## config.mk

```make
export PLATFORM = sky130hd
export DESIGN_NAME = multicycle_control_fsm
export DESIGN_NICKNAME = d
export VERILOG_FILES = /design/src/rtl/multicycle_control_fsm.sv
export SDC_FILE = /design/constraint.sdc
export NUM_CORES = 1
export LEC_CHECK = 0
export ABC_AREA = 0
export CAP_MARGIN = 20
export CORE_MARGIN = 3
export CORE_UTILIZATION = 41
export DETAILED_ROUTE_END_ITERATION = 8
export PLACE_DENSITY = 0.81
export SLEW_MARGIN = 20
export SYNTH_ARGS = -nofsm -noshare
export SYNTH_HDL_FRONTEND = slang
export SYNTH_SLANG_ARGS = --single-unit
```

## constraint.sdc

```tcl
create_clock -name clk -period 1.75 [get_ports clk]
set_clock_uncertainty 0.1 [all_clocks]
set_input_delay 0.525 -clock clk [delete_from_list [all_inputs] [get_ports clk]]
set_output_delay 0.525 -clock clk [all_outputs]
set_load 0.01 [all_outputs]
```

## src/rtl/multicycle_control_fsm.sv

```systemverilog
// Moore sequencing controller for the multi-cycle MIPS datapath: steps each
// instruction through fetch/decode/execute/memory/write-back and drives all selects.
module multicycle_control_fsm (
    input  logic       clk,
    input  logic       rst,
    input  logic [5:0] opcode,
    input  logic       mem_ready,
    output logic       PCWrite,
    output logic       PCWriteCond,
    output logic       IorD,
    output logic       MemRead,
    output logic       MemWrite,
    output logic       IRWrite,
    output logic       MemtoReg,
    output logic       RegDst,
    output logic       RegWrite,
    output logic       ALUSrcA,
    output logic [1:0] ALUSrcB,
    output logic [1:0] ALUOp,
    output logic [1:0] PCSource,
    output logic       illegal_op,
    output logic [3:0] state
);

    localparam logic [5:0] OP_RTYPE = 6'd0;
    localparam logic [5:0] OP_LW    = 6'd35;
    localparam logic [5:0] OP_SW    = 6'd43;
    localparam logic [5:0] OP_BEQ   = 6'd4;
    localparam logic [5:0] OP_J     = 6'd2;
    localparam logic [5:0] OP_ADDI  = 6'd8;

    typedef enum logic [3:0] {
        S_FETCH  = 4'd0,  S_DECODE = 4'd1,  S_MEMADR = 4'd2,  S_MEMRD  = 4'd3,
        S_MEMWB  = 4'd4,  S_MEMWR  = 4'd5,  S_EXEC   = 4'd6,  S_RWB    = 4'd7,
        S_BRANCH = 4'd8,  S_JUMP   = 4'd9,  S_ADDIEX = 4'd10, S_ADDIWB = 4'd11
    } state_t;

    typedef struct packed {
        logic       is_fetch;
        logic       is_memwr;
        logic       pc_write;
        logic       pc_write_cond;
        logic       iord;
        logic       mem_read;
        logic       mem_to_reg;
        logic       reg_dst;
        logic       reg_write;
        logic       alu_src_a;
        logic [1:0] alu_src_b;
        logic [1:0] alu_op;
        logic [1:0] pc_source;
    } ctrl_t;

    // State-only part of the outputs; registered against the state being entered.
    function automatic ctrl_t ctrl_of(input state_t s);
        ctrl_t c;
        c = '0;
        case (s)
            S_FETCH:  begin c.is_fetch = 1'b1; c.mem_read = 1'b1; c.alu_src_b = 2'b01; end
            S_DECODE: c.alu_src_b = 2'b11;
            S_MEMADR: begin c.alu_src_a = 1'b1; c.alu_src_b = 2'b10; end
            S_MEMRD:  begin c.mem_read = 1'b1; c.iord = 1'b1; end
            S_MEMWB:  begin c.reg_write = 1'b1; c.mem_to_reg = 1'b1; end
            S_MEMWR:  begin c.is_memwr = 1'b1; c.iord = 1'b1; end
            S_EXEC:   begin c.alu_src_a = 1'b1; c.alu_op = 2'b10; end
            S_RWB:    begin c.reg_write = 1'b1; c.reg_dst = 1'b1; end
            S_BRANCH: begin
                c.alu_src_a = 1'b1; c.alu_op = 2'b01;
                c.pc_write_cond = 1'b1; c.pc_source = 2'b01;
            end
            S_JUMP:   begin c.pc_write = 1'b1; c.pc_source = 2'b10; end
            S_ADDIEX: begin c.alu_src_a = 1'b1; c.alu_src_b = 2'b10; end
            S_ADDIWB: c.reg_write = 1'b1;
            default:  c = '0;
        endcase
        return c;
    endfunction

    state_t state_reg, state_next;
    ctrl_t  ctrl_reg;
    logic   op_legal;

    assign op_legal = (opcode == OP_RTYPE) || (opcode == OP_LW) || (opcode == OP_SW) ||
                      (opcode == OP_BEQ) || (opcode == OP_J) || (opcode == OP_ADDI);

    always_comb begin
        state_next = S_FETCH;
        case (state_reg)
            S_FETCH:  state_next = mem_ready ? S_DECODE : S_FETCH;
            S_DECODE: begin
                case (opcode)
                    OP_LW, OP_SW: state_next = S_MEMADR;
                    OP_RTYPE:     state_next = S_EXEC;
                    OP_BEQ:       state_next = S_BRANCH;
                    OP_J:         state_next = S_JUMP;
                    OP_ADDI:      state_next = S_ADDIEX;
                    default:      state_next = S_FETCH;
                endcase
            end
            S_MEMADR: state_next = (opcode == OP_SW) ? S_MEMWR : S_MEMRD;
            S_MEMRD:  state_next = mem_ready ? S_MEMWB : S_MEMRD;
            S_MEMWR:  state_next = mem_ready ? S_FETCH : S_MEMWR;
            S_EXEC:   state_next = S_RWB;
            S_ADDIEX: state_next = S_ADDIWB;
            default:  state_next = S_FETCH;
        endcase
    end

    always_ff @(posedge clk or posedge rst) begin
        if (rst) begin
            state_reg <= S_FETCH;
            ctrl_reg  <= ctrl_of(S_FETCH);
        end else begin
            state_reg <= state_next;
            ctrl_reg  <= ctrl_of(state_next);
        end
    end

    // Enables are gated by rst so nothing writes while reset is held.
    assign PCWrite     = !rst && (ctrl_reg.pc_write || (ctrl_reg.is_fetch && mem_ready));
    assign IRWrite     = !rst && ctrl_reg.is_fetch && mem_ready;
    assign MemWrite    = !rst && ctrl_reg.is_memwr && mem_ready;
    assign RegWrite    = !rst && ctrl_reg.reg_write;
    assign PCWriteCond = !rst && ctrl_reg.pc_write_cond;

    assign IorD       = ctrl_reg.iord;
    assign MemRead    = ctrl_reg.mem_read;
    assign MemtoReg   = ctrl_reg.mem_to_reg;
    assign RegDst     = ctrl_reg.reg_dst;
    assign ALUSrcA    = ctrl_reg.alu_src_a;
    assign ALUSrcB    = ctrl_reg.alu_src_b;
    assign ALUOp      = ctrl_reg.alu_op;
    assign PCSource   = ctrl_reg.pc_source;
    assign illegal_op = (state_reg == S_DECODE) && !op_legal;
    assign state      = state_reg;

endmodule

```

# Word-level counts from Yosys, hierarchy flattened
# Cells that the tools add are included.
# word_totals
output_inout_bits	21
elab_cells	81
ff_bits	20
# op_classes
n_eq_ne	22
n_reduce_logical	26
n_mux	19
# ops
operator	n
one-hot mux 4 bit (7 select lines)	1
equality test 4 x 3 -> 1 bit, second input constant	6
equality test 4 bit, second input constant	5
one-hot mux 4 bit (5 select lines)	1
equality test 4 x 2 -> 1 bit, second input constant	4
equality test 6 bit, second input constant	2
2-to-1 mux 1 bit	11
logical AND 1 bit	9
2-to-1 mux 3 bit	3
equality test 4 x 1 -> 1 bit, second input constant	2
zero test 4 bit	2
one-hot mux 2 bit (2 select lines)	2
OR reduction 2 bit	4
equality test 6 x 2 -> 1 bit, second input constant	1
equality test 6 x 3 -> 1 bit, second input constant	1
equality test 6 x 4 -> 1 bit, second input constant	1
zero test 6 bit	1
logical OR 1 bit	6
one-hot mux 2 bit (3 select lines)	1
OR reduction 4 bit	1
OR reduction 3 bit	1
zero test 1 bit	2

# Longest topological paths before layout
# Gate-level depths: netlist of the first run.
# logic_depth
ltp_word	8
depth_mapped	6
depth_no_buf	5

# Worst setup path after synthesis of the first run
# No wires, ideal clock.
# synth_timing
path_type	input-to-output
from	input port rst
to	output port PCWrite
stages	3
t_arrival_ns	1.395
path_slack_ns	-0.270
path_cell_list	inv_1 -> and3_1 -> a21o_1
# synth_via
elab_chain_len	2
# synth_rtl
item	line	rtl
start, declared	5	input logic rst,
zero test 1 bit	120	assign PCWrite = !rst && (ctrl_reg.pc_write || (ctrl_reg.is_fetch && mem_ready));
logical AND 1 bit	120	
end, declared	8	output logic PCWrite,
# No other way between the ends.

# Worst setup path in the final report of the first run
# layout_timing
from	register state_reg[2] (netlist: state[2])
to	output port illegal_op
# layout_via
elab_chain_len	2
# layout_rtl
item	line	rtl
start, declared	79	state_t state_reg, state_next;
start signal, assigned	114	state_reg <= state_next;
equality test 4 x 1 -> 1 bit	134	assign illegal_op = (state_reg == S_DECODE) && !op_legal;
logical AND 1 bit	134	
end, declared	21	output logic illegal_op,
# No other way between the ends.

==> impl_results.md, run 1 <==
- Status: finished, violations left
- Failing checks: setup timing
- Post-Synthesis Cells: just under 100
- Worst Tran Pin Value: 0.323 ns
- Tot Pwr: 1270 µW
- Final WS setup: -0.303 ns
- Post-Place Setup Slack: -1.03 ns
- Routed vias/inst: 5.88
- Root buf cell: clkbuf_4
- Crit share post-route: 1.17
- Initial antenna violation count: 0
- Vias: 1,087
- CP peak stage delay: 0.43 ns
- Die X: around 56 µm
- Crit-path cells: nor4b_2 -> and3_1 -> buf_2
- Die area: between 3000 and 4000 µm²
- Slew HR: 0.782
- Number of I/O pins: 30
- DP HPWL: 1900 µm
- Crit Path Max Fanout: 2
- Clk_lat worst skew: 0.32 ns
- Final #Nets: 167
- Max Slew Vio Count: 0
- Final wirelength: 3590 µm
- Critical path arrival: 1.43 ns
- Max-Cap Viols: 0
- Post-synthesis sequential area ratio: 0.451
- Cts bufs inserted: 3
- Rows: 17
- Antenna diodes: 0
- Final worst path period need: approximately 2.1 ns
- Sequential Power Share: 0.388
- Sw Share: 0.331
- Number of synthesized register bits: 18
- Pin count of the biggest net entering global routing: 16
- Power share of the clock group: 0.218
- Worst path required time: 1.12 ns
- CTS H-tree lvls: 1
- Gr ovfl total: 0
- CTS tree: yes
- Syn_nets: 107
- Post-route antenna net violation count: 0
- Gr usage total: 0.210
- Peak VDD IR: 0.000700 V
- Area Overhead vs Synth: 67.2%
- DR iter-0 viols: 22
- RD Place Congestion: 0.826
- DR pass1 iterations: 4
- Wire length per cell: ~19 µm
- Post-Syn Area: ~1000 µm²
- Core footprint: 2280 µm²
- Die height: 55.6 µm
- Avg Cell Area, Syn: 10.3 µm²
- Crit-path slowest cell: dfrtp_1
- P_int: ~850 µW
- Clock-pin slew on the worst setup and hold paths: 0.12 ns
- Combinational power share: 0.395
- Min-Delay Path Class: primary input to asynchronous set/reset pin
- Clock sinks: 18
- Critical path endpoint category: output port
- Sw power: 422 µW
- # setup viols final: 6
- Leak Pwr: between 0.0008 and 0.0009 µW
- Power Density: 756 nW/µm²
- Hold Vio Cnt, Final: 0
- Top_reg_cell synth: dfrtp_1
- Layout cell share with drive strength beyond 1: 0.592
- Initial Util: 0.443
- Startpoint types: register
- Setup CP Type: register to output port
- Number of I/O port buffers: 29
- Synth async-reset ratio: 1.00
- Clk buf depth: 2
- Fmax: 0.487 GHz
- Residual DRC: 0
- Synth unique cells: 41
- Number of flops mapped to enable cells by yosys: 0
- Global-route wire length before repair: around 5100 µm
- Fillers: 143
- Ys Warns: 0
- Number of global-route vias before repair: 1,071
- RSZ-0062 raised after global routing: yes
[cell usage after synthesis, types with 2 or more instances]
library cell  count  area share
nor3_1            5       0.025
buf_2             4       0.020
dfrtp_1          15        0.37
inv_1             5       0.019
nand2_1           2      0.0075
and4_1            3       0.026
dfstp_2           3       0.078
nor2_1            9       0.034
nor2b_1           3       0.019
buf_4             6       0.045
nand2b_1          2       0.012
a21oi_1           2      0.0099
o21a_1            3       0.022
o21ai_0           3       0.015
and3_1            6       0.037
a31oi_1           2       0.012
[critical path, delay by kind of cell (launching register included)]
kind	cells	cell delay, ns
buffers and inverters	1	0.13
DFF	1	0.43
and+or+nand+nor	2	0.55
[path summary, 6_finish.rpt]
path                                to  slack [ns]  startpoint  cells past startpoint
max in group asynchronous   ALUSrcB[0]        1.04         rst                      5
min reg2reg                 ALUSrcB[1]        0.55    state[3]                      2
min                         ALUSrcB[1]        0.18         rst                      4
max reg2reg                    MemRead       -0.12    state[1]                      7
min in group clk           PCSource[1]        0.52   opcode[1]                      3
max                         illegal_op       -0.30    state[2]                      3
[repair_timing]
| action | 4_1_cts | 5_1_grt |
|---|---|---|
| hold endpoints to repair | 0 | 0 |
| pin swaps | 16 | 12 |
| resized for setup | 90 | 42 |
| cloned | 0 | 1 |
| setup buffers | 9 | 5 |
| hold buffers | 0 | 0 |
| setup endpoints to repair | 32 | 21 |
[through the flow]
step	utilization	instances	hold WS (ns)	instance area [µm²]	TNS [ns]
2_1_floorplan	-	98	0.275	1020	-0.164
3_3_place_gp	0.632	167	0.530	1440	-10.53
3_5_place_dp	0.632	167	0.532	1440	-11.23
4_1_cts	0.690	180	0.186	1570	-0.374
5_1_grt	0.740	185	0.200	1680	-1.11
6_report	0.740	185	0.181	1680	-0.721
[cell usage in the layout (no fill, tap or decap), drive strengths merged, types with 2 or more instances in the layout]
master	Yosys	routed
and4	3	3
o211ai	2	2
a31oi	2	2
dlygate4sd2	0	9
clkdlybuf4s15	0	2
nor2	9	9
dfrtp	15	15
and3	7	7
nor4b	2	2
nor4	2	2
o21ai	3	3
buf	11	50
nand2	3	3
inv	5	4
nand2b	3	3
dfstp	3	3
nor3	5	5
nor2b	3	3
clkbuf	0	9
o21a	3	3
a21oi	3	3
[cell families (layout without fill, tap and decap cells)]
logic type | Yosys count | count (layout) | synth area share
xor+xnor | 1 | 1 | 0.00870
flops | 18 | 18 | 0.451
simple gates | 43 | 43 | 0.283
buf+inv | 16 | 75 | 0.0944
compound gates | 20 | 20 | 0.163
[area by class of cell]
| cell class | instances | area, µm² | share of cell area |
|---|---|---|---|
| clock buffers | 4 | 36.3 | 0.0215 |
| inverters | 5 | 22.5 | 0.0134 |
| multi-input cells | 64 | 589 | 0.350 |
| flip-flops and latches | 18 | 454 | 0.270 |
| well taps | 28 | 35.0 | 0.0208 |
| repair buffers | 66 | 547 | 0.325 |
[power by group through the flow]
stage	clock network [µW]	registers (µW)	logic [µW]
floorplan	0	514	211
finish	277	493	503
global placement	0	496	411
CTS	271	489	427
detailed placement	0	497	421
global route	296	497	533
[metal layers]
metal	up-vias	wire [µm]	share of wire	GRT usage
li1	477	-	-	-
met1	527	1400	0.39	0.240
met2	63	1770	0.49	0.361
met3	20	241	0.067	0.0421
met4	0	180	0.050	0.122
met5	-	0	0	0
Power figures use the tool's default switching activity.
==> inputs of run 2 (changes only) <==
--- a/config.mk
+++ b/config.mk
@@ -7,8 +7,10 @@
 export LEC_CHECK = 0
 export ABC_AREA = 0
 export CAP_MARGIN = 20
+export CELL_PAD_IN_SITES_DETAIL_PLACEMENT = 0
+export CELL_PAD_IN_SITES_GLOBAL_PLACEMENT = 1
 export CORE_MARGIN = 3
-export CORE_UTILIZATION = 41
+export CORE_UTILIZATION = 31
 export DETAILED_ROUTE_END_ITERATION = 8
 export PLACE_DENSITY = 0.81
 export SLEW_MARGIN = 20
==> run 2 against run 1 <==
Against the previous run:
- critical path type is now primary input to output port
- fmax rose by 3.1%
- largest cell class unchanged
- non-clock buffer count rose by 3
- via count fell by 5.9%
- sequential share of layout area fell by 1.5 points
- the run still ends with setup timing left
- combinational power rose by 9.7%
- largest power group unchanged
==> impl_results.md, run 2 (synthesis gave the netlist of run 1 again) <==
- Clk_lat worst skew: roughly 0.3 ns
- DP HPWL: 1830 µm
- Residual DRC: 0
- Max Slew Vio Count: 0
- Hold WS: 0.151 ns
- CTS H-tree lvls: 1
- RSZ-0062 raised after global routing: yes
- Sw power: 414 µW
- Startpoint types: primary input
- Peak VDD IR: 0.000290 V
- Max-Cap Viols: 0
- Most frequent cells in the layout: buf_4 (29), dfrtp_1 (15), buf_6 (10), buf_2 (9), dlygate4sd2_1 (9)
- RD Place Congestion: 0.807
- Layout cell share with drive strength beyond 1: 0.594
- Final #Nets: 170
- Power share of the clock group: 0.200
- Pin count of the biggest net entering global routing: 16
- Gr usage total: 0.143
- Combinational power share: 0.423
- Sequential Power Share: 0.377
- Vias: slightly above 1,000
- Initial Util: 0.327
- Worst Tran Pin Value: 0.311 ns
- Critical path endpoint category: output port
- # setup viols final: 7
- Crit Path Max Fanout: 3
- Cts bufs inserted: 3
- CP peak stage delay: 0.22 ns
- Clock-pin slew on the worst setup and hold paths: 0.11 ns
- Clk buf depth: 2
- Global-route wire length before repair: 4460 µm
- Gr ovfl total: 0
- Setup CP Type: primary input to output port
- Wire length per cell: 14.8 µm
- Die height: 63 µm
- Area Overhead vs Synth: 77.0%
- Core footprint: 3080 µm²
- Final WS setup: -0.241 ns
- Die area: 3970 µm²
- Number of global-route vias before repair: approximately 960
- R2R Setup Slk: -0.03 ns
- Tot Pwr: between 1000 and 1500 µW
- P_int: 892 µW
- Power Density: 733 nW/µm²
- Routed vias/inst: 5.01
- Post-route antenna net violation count: 0
- Final wirelength: 3030 µm
- Crit-path slowest cell: clkdlybuf4s15_2
- Sw Share: 0.317
- Min-Delay Path Class: primary input to asynchronous set/reset pin
- Root buf cell: clkbuf_4
- Fin Setup TNS: -0.445 ns
- Failing checks: setup timing
- Die X: 63 µm
- Number of I/O port buffers: 29
- Rows: 20
- Slew HR: 0.792
- Status: finished, violations left
- Final worst path period need: 1.99 ns
- DR iter-0 viols: 34
- CTS tree: yes
- Leak Pwr: between 0.0008 and 0.0009 µW
- Crit share post-route: 1.14
- Antenna diodes: 0
- DR pass1 iterations: 5
- Hold Vio Cnt, Final: 0
- Most common cell after layout, fill and taps aside: buf_4
- CTS Hold Buffers Added: 0
- Crit-path cells: clkdlybuf4s15_2 -> xor2_2 -> o211ai_1 -> and3_1 -> buf_2
- Critical path arrival: approximately 1.4 ns
- Number of I/O pins: 30
- Fmax: 0.502 GHz
- Initial antenna violation count: 0
- Worst path required time: approximately 1.1 ns
- Clock sinks: 18
==> run 2: cell count changes in the layout (fill, tap and decap cells not counted), moves of 2 or more <==
| cell | delta |
|---|---|
| clkdlybuf4s15_1 | +4 |
| buf_2 | +5 |
| and3_1 | +2 |
| clkbuf_2 | -3 |
| buf_6 | -2 |
| buf_4 | -4 |
==> run 2: worst paths after layout <==
path / from / endpoint / depth (start not counted)
worst max-delay path: opcode[2] / illegal_op / 5
worst min-delay path: rst / RegDst / 4
worst max register to register: state[2] / MemRead / 7
worst min register to register: state[1] / ctrl_reg[7] / 2
max in group asynchronous: rst / MemRead / 5
min in group clk: opcode[1] / PCSource[1] / 3
==> run 2: area by class of cell <==
cell class              count  area [µm²]
fillers                   265        1290
multi-input cells          64         614
repair buffers             69         601
flip-flops and latches     18         454
well taps                  44        55.1
clock buffers               4        36.3
inverters                   5        22.5
==> run 2: power groups by stage <==
stage	Sequential (µW)	Clock (µW)	Combinational, µW
global placement	495	0	416
detailed placement	497	0	422
global route	499	284	585
floorplan	514	0	211
finish	493	261	552
CTS	488	267	461
==> run 2: what timing repair did <==
action                                  4_1_cts  5_1_grt
endpoints found under the setup margin       32       21
buffers inserted                              8       10
gates cloned                                  0        2
pin swaps                                    12        9
resized for setup                            90       29
==> run 2: through the flow <==
stage | cells | setup WS [ns] | instance area, µm² | util
finish | 204 | -0.241 | 1780 | 0.579
global route | 204 | -0.289 | 1780 | 0.579
CTS | 194 | -0.231 | 1610 | 0.524
detailed placement | 182 | -1.07 | 1450 | 0.471
global placement | 182 | -0.956 | 1450 | 0.471
floorplan | 98 | -0.164 | 1020 | -
==> run 2: critical path: cells and delay by family <==
| family | cells | cell delay, ns |
|---|---|---|
| buffers and inverters | 2 | 0.35 |
| xor gates and xnor gates | 1 | 0.16 |
| and+or+nand+nor | 1 | 0.18 |
| AOI/OAI and AO/OA | 1 | 0.16 |
==> run 2: per-layer routing <==
metal	wire length [µm]	part of all wire	track usage	vias up
met1	1170	0.39	0.148	518
li1	-	-	-	471
met4	33	0.011	0.0579	0
met5	0	0	0	-
met2	1710	0.56	0.269	30
met3	116	0.038	0.0360	4
